[config.mk]
export PLATFORM = sky130hd
export DESIGN_NAME = load_store_unit
export DESIGN_NICKNAME = d
export VERILOG_FILES = /design/src/rtl/load_store_unit.sv
export SDC_FILE = /design/constraint.sdc
export NUM_CORES = 1
export LEC_CHECK = 0
export CAP_MARGIN = 20
export CORE_AREA = 2 2 124 102
export DETAILED_ROUTE_END_ITERATION = 8
export DIE_AREA = 0 0 126 104
export GPL_TIMING_DRIVEN = 0
export MAX_ROUTING_LAYER = met4
export PLACE_DENSITY = 0.8
export SYNTH_ARGS = -nofsm -noshare
export SYNTH_HDL_FRONTEND = slang
export SYNTH_SLANG_ARGS = --single-unit
[constraint.sdc]
create_clock -name clk -period 2 [get_ports clk]
set_clock_uncertainty 0.05 [all_clocks]
set_input_delay 0.2 -clock clk [delete_from_list [all_inputs] [get_ports clk]]
set_output_delay 0.2 -clock clk [all_outputs]
set_load 0.02 [all_outputs]
[src/rtl/load_store_unit.sv]
// Load/store unit between a core request port and a single-port, registered-read data memory.
// Handles byte/halfword/word loads and stores; sub-word stores use a read-modify-write.
module load_store_unit #(
  parameter int ADDR_W = 10
) (
  input  logic              clk,
  input  logic              rst_n,
  input  logic              req_valid,
  input  logic              req_write,
  input  logic [1:0]        req_size,
  input  logic              req_signed,
  input  logic [31:0]       req_addr,
  input  logic [31:0]       req_wdata,
  output logic              busy,
  output logic              done,
  output logic [31:0]       rdata,
  output logic              err,
  output logic [ADDR_W-1:0] mem_addr,
  output logic [31:0]       mem_wd,
  output logic              mem_we,
  input  logic [31:0]       mem_rd
);

  typedef enum logic [2:0] {
    IDLE     = 3'd0,
    RD_ISSUE = 3'd1,
    RD_WAIT  = 3'd2,
    WR       = 3'd3,
    RESP     = 3'd4
  } state_t;

  state_t            state_r;
  state_t            state_s;
  logic              write_r;
  logic [1:0]        size_r;
  logic              signed_r;
  logic [ADDR_W+1:0] addr_r;
  logic [31:0]       rdata_r;
  logic [31:0]       mem_wd_r;
  logic              err_r;
  logic              req_err_s;
  logic [31:0]       load_val_s;
  logic [31:0]       merged_s;

  // Reserved size, or a halfword/word whose address is not naturally aligned.
  function automatic logic is_bad_req(input logic [1:0] size, input logic [1:0] addr_lo);
    logic bad;
    case (size)
      2'b00:   bad = 1'b0;
      2'b01:   bad = addr_lo[0];
      2'b10:   bad = |addr_lo;
      default: bad = 1'b1;
    endcase
    return bad;
  endfunction

  assign req_err_s = is_bad_req(req_size, req_addr[1:0]);

  // State register.
  always_ff @(posedge clk or negedge rst_n) begin
    if (!rst_n) begin
      state_r <= IDLE;
    end else begin
      state_r <= state_s;
    end
  end

  // Next-state decode; only word stores skip the read phase.
  always_comb begin
    state_s = state_r;
    case (state_r)
      IDLE: begin
        if (!req_valid) begin
          state_s = IDLE;
        end else if (req_err_s) begin
          state_s = RESP;
        end else if (req_write && (req_size == 2'b10)) begin
          state_s = WR;
        end else begin
          state_s = RD_ISSUE;
        end
      end
      RD_ISSUE: state_s = RD_WAIT;
      RD_WAIT: begin
        if (write_r) begin
          state_s = WR;
        end else begin
          state_s = RESP;
        end
      end
      WR:      state_s = RESP;
      RESP:    state_s = IDLE;
      default: state_s = IDLE;
    endcase
  end

  // Lane extraction for loads (little-endian lanes).
  always_comb begin
    load_val_s = mem_rd;
    case (size_r)
      2'b00: begin
        case (addr_r[1:0])
          2'b00:   load_val_s[7:0] = mem_rd[7:0];
          2'b01:   load_val_s[7:0] = mem_rd[15:8];
          2'b10:   load_val_s[7:0] = mem_rd[23:16];
          default: load_val_s[7:0] = mem_rd[31:24];
        endcase
        load_val_s[31:8] = {24{signed_r & load_val_s[7]}};
      end
      2'b01: begin
        if (addr_r[1]) begin
          load_val_s[15:0] = mem_rd[31:16];
        end else begin
          load_val_s[15:0] = mem_rd[15:0];
        end
        load_val_s[31:16] = {16{signed_r & load_val_s[15]}};
      end
      default: load_val_s = mem_rd;
    endcase
  end

  // Merge of the store data into the word read back; mem_wd_r still holds raw wdata here.
  always_comb begin
    merged_s = mem_rd;
    if (size_r == 2'b00) begin
      case (addr_r[1:0])
        2'b00:   merged_s[7:0]   = mem_wd_r[7:0];
        2'b01:   merged_s[15:8]  = mem_wd_r[7:0];
        2'b10:   merged_s[23:16] = mem_wd_r[7:0];
        default: merged_s[31:24] = mem_wd_r[7:0];
      endcase
    end else if (addr_r[1]) begin
      merged_s[31:16] = mem_wd_r[15:0];
    end else begin
      merged_s[15:0] = mem_wd_r[15:0];
    end
  end

  // Request latch, write-data/merge register and response registers.
  always_ff @(posedge clk or negedge rst_n) begin
    if (!rst_n) begin
      write_r  <= 1'b0;
      size_r   <= 2'b00;
      signed_r <= 1'b0;
      addr_r   <= '0;
      mem_wd_r <= 32'h0000_0000;
      rdata_r  <= 32'h0000_0000;
      err_r    <= 1'b0;
    end else begin
      case (state_r)
        IDLE: begin
          if (req_valid) begin
            write_r  <= req_write;
            size_r   <= req_size;
            signed_r <= req_signed;
            addr_r   <= req_addr[ADDR_W+1:0];
            mem_wd_r <= req_wdata;
            if (req_err_s) begin
              rdata_r <= 32'h0000_0000;
              err_r   <= 1'b1;
            end
          end
        end
        RD_WAIT: begin
          if (write_r) begin
            mem_wd_r <= merged_s;
          end else begin
            rdata_r <= load_val_s;
            err_r   <= 1'b0;
          end
        end
        WR: begin
          rdata_r <= 32'h0000_0000;
          err_r   <= 1'b0;
        end
        default: begin
          rdata_r <= rdata_r;
        end
      endcase
    end
  end

  assign busy     = (state_r != IDLE);
  assign done     = (state_r == RESP);
  assign mem_we   = (state_r == WR);
  assign mem_addr = addr_r[ADDR_W+1:2];
  assign mem_wd   = mem_wd_r;
  assign rdata    = rdata_r;
  assign err      = err_r;

endmodule

-- Word-level counts from Yosys, hierarchy flattened
Index checks and enable logic that the tools add are counted.
Widths: inputs -> output; s select.
- bits in registers: 84
- bits in latches: 0
- RAM bits: 0
- ROM bits: 0
- input bits: 103
- output and inout bits: 78
- logic and storage cells: 71
- memories: 0
- add/subtract/negate cells: 0
- $mul: 0
- div/mod/pow operators: 0
- magnitude comparators: 0
- equal/unequal tests: 15
- shift operators: 0
- muxes and demuxes: 29
- bitwise operators: 2
- reduce and logical (&&, ||, !) cells: 15
- operator list (kind ; number):
    $mux 32 ; 6
    $pmux 32 s2 ; 2
    $pmux 32 s3 ; 1
    $mux 16 ; 4
    $mux 8 ; 5
    $pmux 8 s3 ; 1
    $pmux 3 s4 ; 1
    $mux 3 ; 3
    $ne 2x2->1 const B ; 4
    $reduce_and 4->1 ; 2
    $eq 2x1->1 const B ; 3
    $eq 3x2->1 const B ; 2
    $logic_not 2->1 ; 3
    $ne 3x3->1 const B ; 2
    $pmux 1 s3 ; 2
    $reduce_bool 3->1 ; 2
    $reduce_and 5->1 ; 1
    $eq 2x2->1 const B ; 2
    $eq 3x1->1 const B ; 1
    $eq 3x3->1 const B ; 1
    $logic_not 3->1 ; 1
    $mux 1 ; 3
    $reduce_and 3->1 ; 1
    $reduce_or 3->1 ; 1
    6 further kinds ; 7

-- Longest topological paths before layout
Gate-level depths: netlist of run 1.
- word-level depth: 7
- gate-level depth with buffers: 7
- depth with buffers taken out: 4

-- Least setup slack after synthesis of run 1
No wires, ideal clock.
- path type: flip-flop to flip-flop
- start point: reg size_r[1]
- end point: reg mem_wd_r[0] (netlist: mem_wd[0])
- library setup time: 125 ps
- arrival time: 1714 ps
- required time: 1825 ps
- slack: 111 ps
- stages on the path, launching flop included: 7
- buffers on the path: 2
- period minus slack after synthesis: 1889 ps
- path through: dfrtp_1 > or3b_2 > clkbuf_1 > a21oi_1 > or2_1 > buf_4 > mux2_2
- word-level cells in the longest chain between the ends: 4
- RTL lines (item ; line ; RTL):
    start: declaration ; 35 ; logic [1:0] size_r;
    start signal: assignment ; 154 ; size_r <= req_size;
    $logic_not 2->1 (*) ; 125 ; if (size_r == 2'b00) begin
    $mux 32 ; 125 ;
    $mux 32 ; 165 ; if (write_r) begin
    $pmux 32 s2 ; 150 ; case (state_r)
    end signal: assignment ; 157 ; mem_wd_r <= req_wdata;
    end signal: assignment ; 166 ; mem_wd_r <= merged_s;
    end: declaration ; 39 ; logic [31:0] mem_wd_r;
Every way passes the cells marked *; elsewhere a longest branch is shown, timed or not. The select of a mux whose other input is x is not followed.
A chain may end at the register's enable or synchronous reset.

-- Final worst setup path of run 1
- start point: reg state_r[1]
- end point: reg rdata_r[26] (netlist: rdata[26])
- word-level cells in the longest chain between the ends: 3
- RTL lines (item ; line ; RTL):
    start: declaration ; 32 ; state_t state_r;
    start signal: assignment ; 64 ; state_r <= state_s;
    $eq 3x2->1 or $logic_not 3->1 (tied branches) ; 150 ;
    $ne 2x2->1 (no line) or $reduce_bool 3->1 (tied branches) ; - ;
    $reduce_and 4->1 (no line) ; - ;
    end signal: assignment ; 168 ; rdata_r <= load_val_s;
    end signal: assignment ; 177 ; rdata_r <= rdata_r;
    end: declaration ; 38 ; logic [31:0] rdata_r;
Several ways; a longest one is shown, not always the timed one.

==> results of run 1 <==
through the flow:
step | setup TNS, ns | utilization | power [mW] | worst slack, ns | hold WS (ns)
3_3_place_gp | -204.32 | 0.530 | 9.11 | -2.24 | 0.426
5_1_grt | -0.0472 | 0.572 | 11.9 | -0.0472 | 0.321
3_5_place_dp | -18.89 | 0.532 | 9.31 | -0.598 | 0.117
6_report | 0 | 0.572 | 11.3 | 0.0288 | 0.282
4_1_cts | -0.0213 | 0.561 | 11.0 | -0.0213 | 0.291
2_1_floorplan | 0 | - | 6.73 | 0.111 | -0.146
area by class of cell:
class                           count  area [um^2]  area share
Buffer                             44          270      0.0397
Clock buffer                       12          246      0.0362
Clock inverter                      4         25.0     0.00368
Inverter                            3         12.5     0.00184
Multi-Input combinational cell    330         2250       0.331
Sequential cell                    84         2110       0.310
Tap cell                          152          190      0.0279
Timing Repair Buffer              171         1700       0.250
registers in the layout, indices dropped and copies added, names as in the netlist:
name      flops
addr_r       12
err           1
mem_wd       32
rdata        32
signed_r      1
size_r        2
state_r       3
write_r       1
placed cells by master (no fill, tap or decap), types with 3 or more instances in the layout:
cell and count:
clkdlybuf4s50_1 156, dfrtp_1 80, nand2_1 69, o21ai_0 46, mux2_2 31, buf_4 28
a21oi_1 24, and3_1 17, a22oi_1 16, o21ai_1 13, or3_1 11, a21o_1 9
clkbuf_1 9, mux2i_1 9, clkbuf_16 9, buf_2 8, o22a_1 8, o22ai_1 8
nor2_1 8, a311oi_1 8, clkbuf_2 7, a221oi_1 7, and3b_1 6, a211o_1 6
dfrtp_2 4, nand2b_1 3, clkbuf_4 3, clkinv_2 3
worst min path at each step:
| stage | from | end | slack (ns) | cells past startpoint |
|---|---|---|---|---|
| 2_1_floorplan | rst_n | addr_r[0] | -0.15 | 0 |
| 3_3_place_gp | rdata[0] | rdata[0] | 0.43 | 2 |
| 3_5_place_dp | rst_n | addr_r[5] | 0.12 | 1 |
| 4_1_cts | rst_n | addr_r[5] | 0.29 | 2 |
| 5_1_grt | rst_n | addr_r[3] | 0.32 | 2 |
| 6_report | rst_n | addr_r[5] | 0.28 | 2 |
logic make-up after synthesis:
kind of cell | Yosys count
compound gates | 157
simple gates | 132
flops | 84
buf+inv | 48
mux | 41
critical path, cell delays in order, from the launching register on:
cell	delay (ns)
dfrtp_2	0.47
nor4b_4	0.39
buf_4	0.18
a32oi_4	0.19
buf_4	0.23
a22oi_1	0.24
nand2_1	0.09
per-layer routing:
metal / part of all wire / up-vias
met5: 0 / -
li1: - / 2044
met4: 0.018 / 0
met3: 0.092 / 31
met1: 0.42 / 2263
met2: 0.47 / 244
Yosys cell counts (all sizes together), types with 7 or more instances:
| master | instances |
|---|---|
| o21ai | 59 |
| or3 | 11 |
| nand2 | 70 |
| mux2 | 31 |
| a221oi | 7 |
| a21oi | 26 |
| clkbuf | 17 |
| a22oi | 16 |
| a21o | 9 |
| o22a | 8 |
| dfrtp | 84 |
| mux2i | 10 |
| and3 | 17 |
| buf | 28 |
| a311oi | 8 |
| nor2 | 11 |
| o22ai | 9 |
timing repair:
action	4_1_cts	5_1_grt
endpoints found under the setup margin	64	60
gates cloned	0	0
gates resized for setup	19	39
hold endpoints to repair	30	0
hold buffers	1	0
setup buffers	1	8
pin swaps	1	6
power by group through the flow:
| stage | sequential (mW) | clock [mW] | combinational [mW] |
|---|---|---|---|
| 2_1_floorplan | 3.62 | 0 | 3.10 |
| 3_5_place_dp | 3.07 | 0 | 6.24 |
| 4_1_cts | 3.06 | 1.57 | 6.36 |
| 3_3_place_gp | 3.03 | 0 | 6.08 |
| 6_report | 3.09 | 1.56 | 6.65 |
| 5_1_grt | 3.18 | 1.65 | 7.11 |
==> impl_metrics.env, run 1 <==
export IMPL_status="completed"
export IMPL_drt_wl_total_um=16700
export IMPL_dr_pass1_iters=5
export IMPL_synth_area_leaders="dfrtp_1 47%, mux2_2 7.7%, nand2_1 5.7%, o21ai_0 5.2%, a21oi_1 2.9%"
export IMPL_synth_area_mux_share=0.0996
export IMPL_crit_fanout=10
export IMPL_start_kind="register"
export IMPL_overflow=0
export IMPL_antenna_cells=0
export IMPL_crit_end="rdata[26]"
export IMPL_yosysWarnings=0
export IMPL_clockRootBuffer="clkbuf_16"
export IMPL_crit_type="register to register"
export IMPL_combPwrFrac=0.588
export IMPL_power_switching_mw=4.86
export IMPL_placed_cells_incl_taps=775
export IMPL_coreArea_um2=11900
export IMPL_area_growth_pct=51.0
export IMPL_synth_seq_cells=84
export IMPL_vias=4582
export IMPL_top_usage_layer="met2"
export IMPL_timing_fmax_mhz=507
export IMPL_power_density_nw_per_um2=1660
export IMPL_layout_nets=746
export IMPL_antenna_left=0
export IMPL_yosys_area_share_simple=0.157
export IMPL_worst_r2r_startpoint="state_r[1]"
export IMPL_syn_cell_area_um2=4510
export IMPL_dpl_hpwl_um=12500
export IMPL_place_area_um2=6330
export IMPL_synth_fa_ha_area_frac=0
export IMPL_drive_above_1_share=0.181
export IMPL_post_route_min_period_ns=1.97
export IMPL_finalHoldViolations=0
export IMPL_ir_drop_uv=859
export IMPL_path_clk_slew_ns=0.06
export IMPL_critPathRequiredTime_ns=2.17
export IMPL_drc=0
export IMPL_r2r_cells=6
export IMPL_via_per_inst=5.73
export IMPL_port_buffers=160
export IMPL_grt_pass1_wl_um=25200
export IMPL_start_util=0.379
export IMPL_dieArea_um2=13100
export IMPL_die_h_um=104
export IMPL_yosys_area_share_xor_xnor=0
export IMPL_gp_congestion=0.904
export IMPL_cts_tree="yes"
export IMPL_numCtsBuffers=9
export IMPL_critPathArrivalTime_ns=2.14
export IMPL_ys_flop_type="dfrtp_1"
export IMPL_r2r_end="rdata[26]"
export IMPL_met2_usage=0.381
export IMPL_startpoint="state_r[1]"
export IMPL_syn_inst=462
export IMPL_power_frac_clock=0.138
export IMPL_p_sw_frac=0.430
export IMPL_seqPwrFrac=0.273
export IMPL_cap_viol_max_count=0
export IMPL_leakage_nw=3.00
export IMPL_tightest_slew_ns=0.579
export IMPL_grtUsageTotal=0.256
export IMPL_end_kind="register"
export IMPL_fin_crit_sh=0.986
export IMPL_synth_compound_area_frac=0.223
export IMPL_ys_types=48
export IMPL_grt_use_met3=0.0725
export IMPL_antenna_found_initial=0
export IMPL_seq_area_frac_synth=0.466
export IMPL_synth_top_area_cell="dfrtp_1"
export IMPL_first_global_vias=4445
export IMPL_synth_async_reset_ratio=1.00
export IMPL_regToRegSetupSlack_ns=0.03
export IMPL_routedWlPerCell_um=20.9
export IMPL_initialDrtViolationCount=372
export IMPL_stdcell_area_um2=6810
export IMPL_synth_edf_count=0
export IMPL_dieWidth_um=126
export IMPL_io_pins=181
export IMPL_setup_violations=0
export IMPL_maxSlewHeadroom=0.612
export IMPL_synth_top_family_by_area="compound AO/OA/AOI/OAI gates"
export IMPL_hold_class="input port to async pin"
export IMPL_grt_max_degree=55
export IMPL_synth_top_area_share=0.466
export IMPL_synth_nets=565
export IMPL_htree_num_levels=3
export IMPL_slew_violations=0
export IMPL_clkLatencyLatePin_ns=0.34
export IMPL_use_met1=0.348
export IMPL_syn_avg_cell_area_um2=9.76
export IMPL_nFillCells=1044
export IMPL_cts_sinks=84
export IMPL_stdcell_count=800
export IMPL_num_rows=36
export IMPL_intPower_mw=6.44
export IMPL_clockBufferDepth=2
Note: power is estimated with default switching activity, not from simulation.
==> run 2: changes to the inputs <==
--- a/config.mk
+++ b/config.mk
@@ -10,7 +10,6 @@
 export DETAILED_ROUTE_END_ITERATION = 8
 export DIE_AREA = 0 0 126 104
 export GPL_TIMING_DRIVEN = 0
-export MAX_ROUTING_LAYER = met4
 export PLACE_DENSITY = 0.8
 export SYNTH_ARGS = -nofsm -noshare
 export SYNTH_HDL_FRONTEND = slang
==> impl_metrics.env, run 2 (synthesized netlist as in run 1, its figures left out) <==
export IMPL_end_kind="register"
export IMPL_grt_max_degree=53
export IMPL_htree_num_levels=3
export IMPL_tightest_slew_ns=0.528
export IMPL_dieWidth_um=126
export IMPL_vias=4585
export IMPL_drive_above_1_share=0.182
export IMPL_ir_drop_uv=825
export IMPL_dpl_hpwl_um=12500
export IMPL_dieArea_um2=13100
export IMPL_drt_wl_total_um=16700
export IMPL_port_buffers=160
export IMPL_setup_violations=0
export IMPL_status="completed"
export IMPL_antenna_left=0
export IMPL_worst_r2r_startpoint="state_r[2]"
export IMPL_gp_congestion=0.937
export IMPL_antenna_found_initial=0
export IMPL_power_density_nw_per_um2=1670
export IMPL_crit_fanout=8
export IMPL_coreArea_um2=11900
export IMPL_nFillCells=1042
export IMPL_routedWlPerCell_um=20.8
export IMPL_finalHoldViolations=0
export IMPL_stdcell_count=800
export IMPL_num_rows=36
export IMPL_area_growth_pct=52.0
export IMPL_p_total_mw=11.5
export IMPL_multiInputGateArea_um2=2240
export IMPL_grtUsageTotal=0.250
export IMPL_fin_crit_sh=0.995
export IMPL_startpoint="state_r[2]"
export IMPL_first_global_vias=4533
export IMPL_maxSlewHeadroom=0.646
export IMPL_overflow=0
export IMPL_via_per_inst=5.73
export IMPL_clockBufferDepth=2
export IMPL_leakage_nw=3.03
export IMPL_placed_cells_incl_taps=775
export IMPL_io_pins=181
export IMPL_seq_area_um2=2110
export IMPL_grt_pass1_wl_um=25400
export IMPL_critPathArrivalTime_ns=2.20
export IMPL_stdcell_area_um2=6850
export IMPL_place_area_um2=6330
export IMPL_numCtsBuffers=9
export IMPL_antenna_cells=0
export IMPL_start_kind="register"
export IMPL_cap_viol_max_count=0
export IMPL_initialDrtViolationCount=325
export IMPL_final_common_cell="clkdlybuf4s50_1"
export IMPL_path_clk_slew_ns=0.06
export IMPL_post_route_min_period_ns=1.99
export IMPL_cts_tree="yes"
export IMPL_timing_fmax_mhz=502
export IMPL_slew_violations=0
export IMPL_clockRootBuffer="clkbuf_16"
export IMPL_clkLatencyLatePin_ns=0.34
export IMPL_hold_class="input port to async pin"
export IMPL_crit_type="register to register"
export IMPL_dr_pass1_iters=7
export IMPL_drc=0
export IMPL_cts_sinks=84
export IMPL_die_h_um=104
export IMPL_hold_slack_ns=0.302
export IMPL_mostFrequentLayoutCells="156 x clkdlybuf4s50_1, 81 x dfrtp_1, 69 x nand2_1"
export IMPL_layout_nets=746
export IMPL_critPathRequiredTime_ns=2.21
export IMPL_start_util=0.379
==> run 2: stage by stage <==
stage,util,TNS (ns),setup WS [ns]
after floorplan,-,0,0.111
after global placement,0.530,-207.48,-2.28
after detailed placement,0.532,-17.89,-0.511
after CTS,0.569,0,0.000562
after global routing,0.576,-0.119,-0.0639
final,0.576,0,0.00941
==> run 2: final timing paths <==
check                             end  slack, ns  cells past startpoint
hold reg to reg             rdata[11]       0.44                      2
setup reg to reg           state_r[1]      0.009                      6
hold / removal              addr_r[5]       0.30                      2
max in group asynchronous   rdata[21]       0.99                      3
setup / recovery           state_r[1]      0.009                      6
min in group clk            addr_r[6]       0.43                      2
==> run 2: per-layer routing <==
layer  vias to the layer above  track usage  routed length [um]
met5                         -            0                   0
met4                         0       0.0746                 295
met3                        26       0.0592                1460
met2                       252        0.381                7740
met1                      2262        0.355                7180
li1                       2045            -                   -
==> run 2: area by class of cell <==
class / count / share of cell area
Multi-Input combinational cell: 330 / 0.327
Sequential cell: 84 / 0.307
Clock buffer: 13 / 0.0409
Tap cell: 152 / 0.0278
Inverter: 3 / 0.00183
Timing Repair Buffer: 171 / 0.250
Clock inverter: 3 / 0.00621
Buffer: 44 / 0.0391
==> run 2: where the power goes <==
group,total (mW),leakage [nW],internal [mW],switching (mW)
Clock,1.78,0.158,1.10,0.679
Sequential,3.09,1.06,2.47,0.623
Combinational,6.60,1.82,3.08,3.52
==> run 2: worst max-delay path: stages, from the launching register on <==
cell and delay [ns]:
dfrtp_2 0.49, nor4b_4 0.36, buf_4 0.18, buf_6 0.11, a21bo_1 0.21, or3_1 0.37, a21oi_2 0.14
==> run 2: what timing repair did <==
action,in CTS,in global routing
pin swaps,2,4
setup endpoints to repair,62,69
buffers inserted,4,4
gates cloned,1,0
hold endpoints to repair,32,0
hold buffers,1,0
resized for setup,19,35
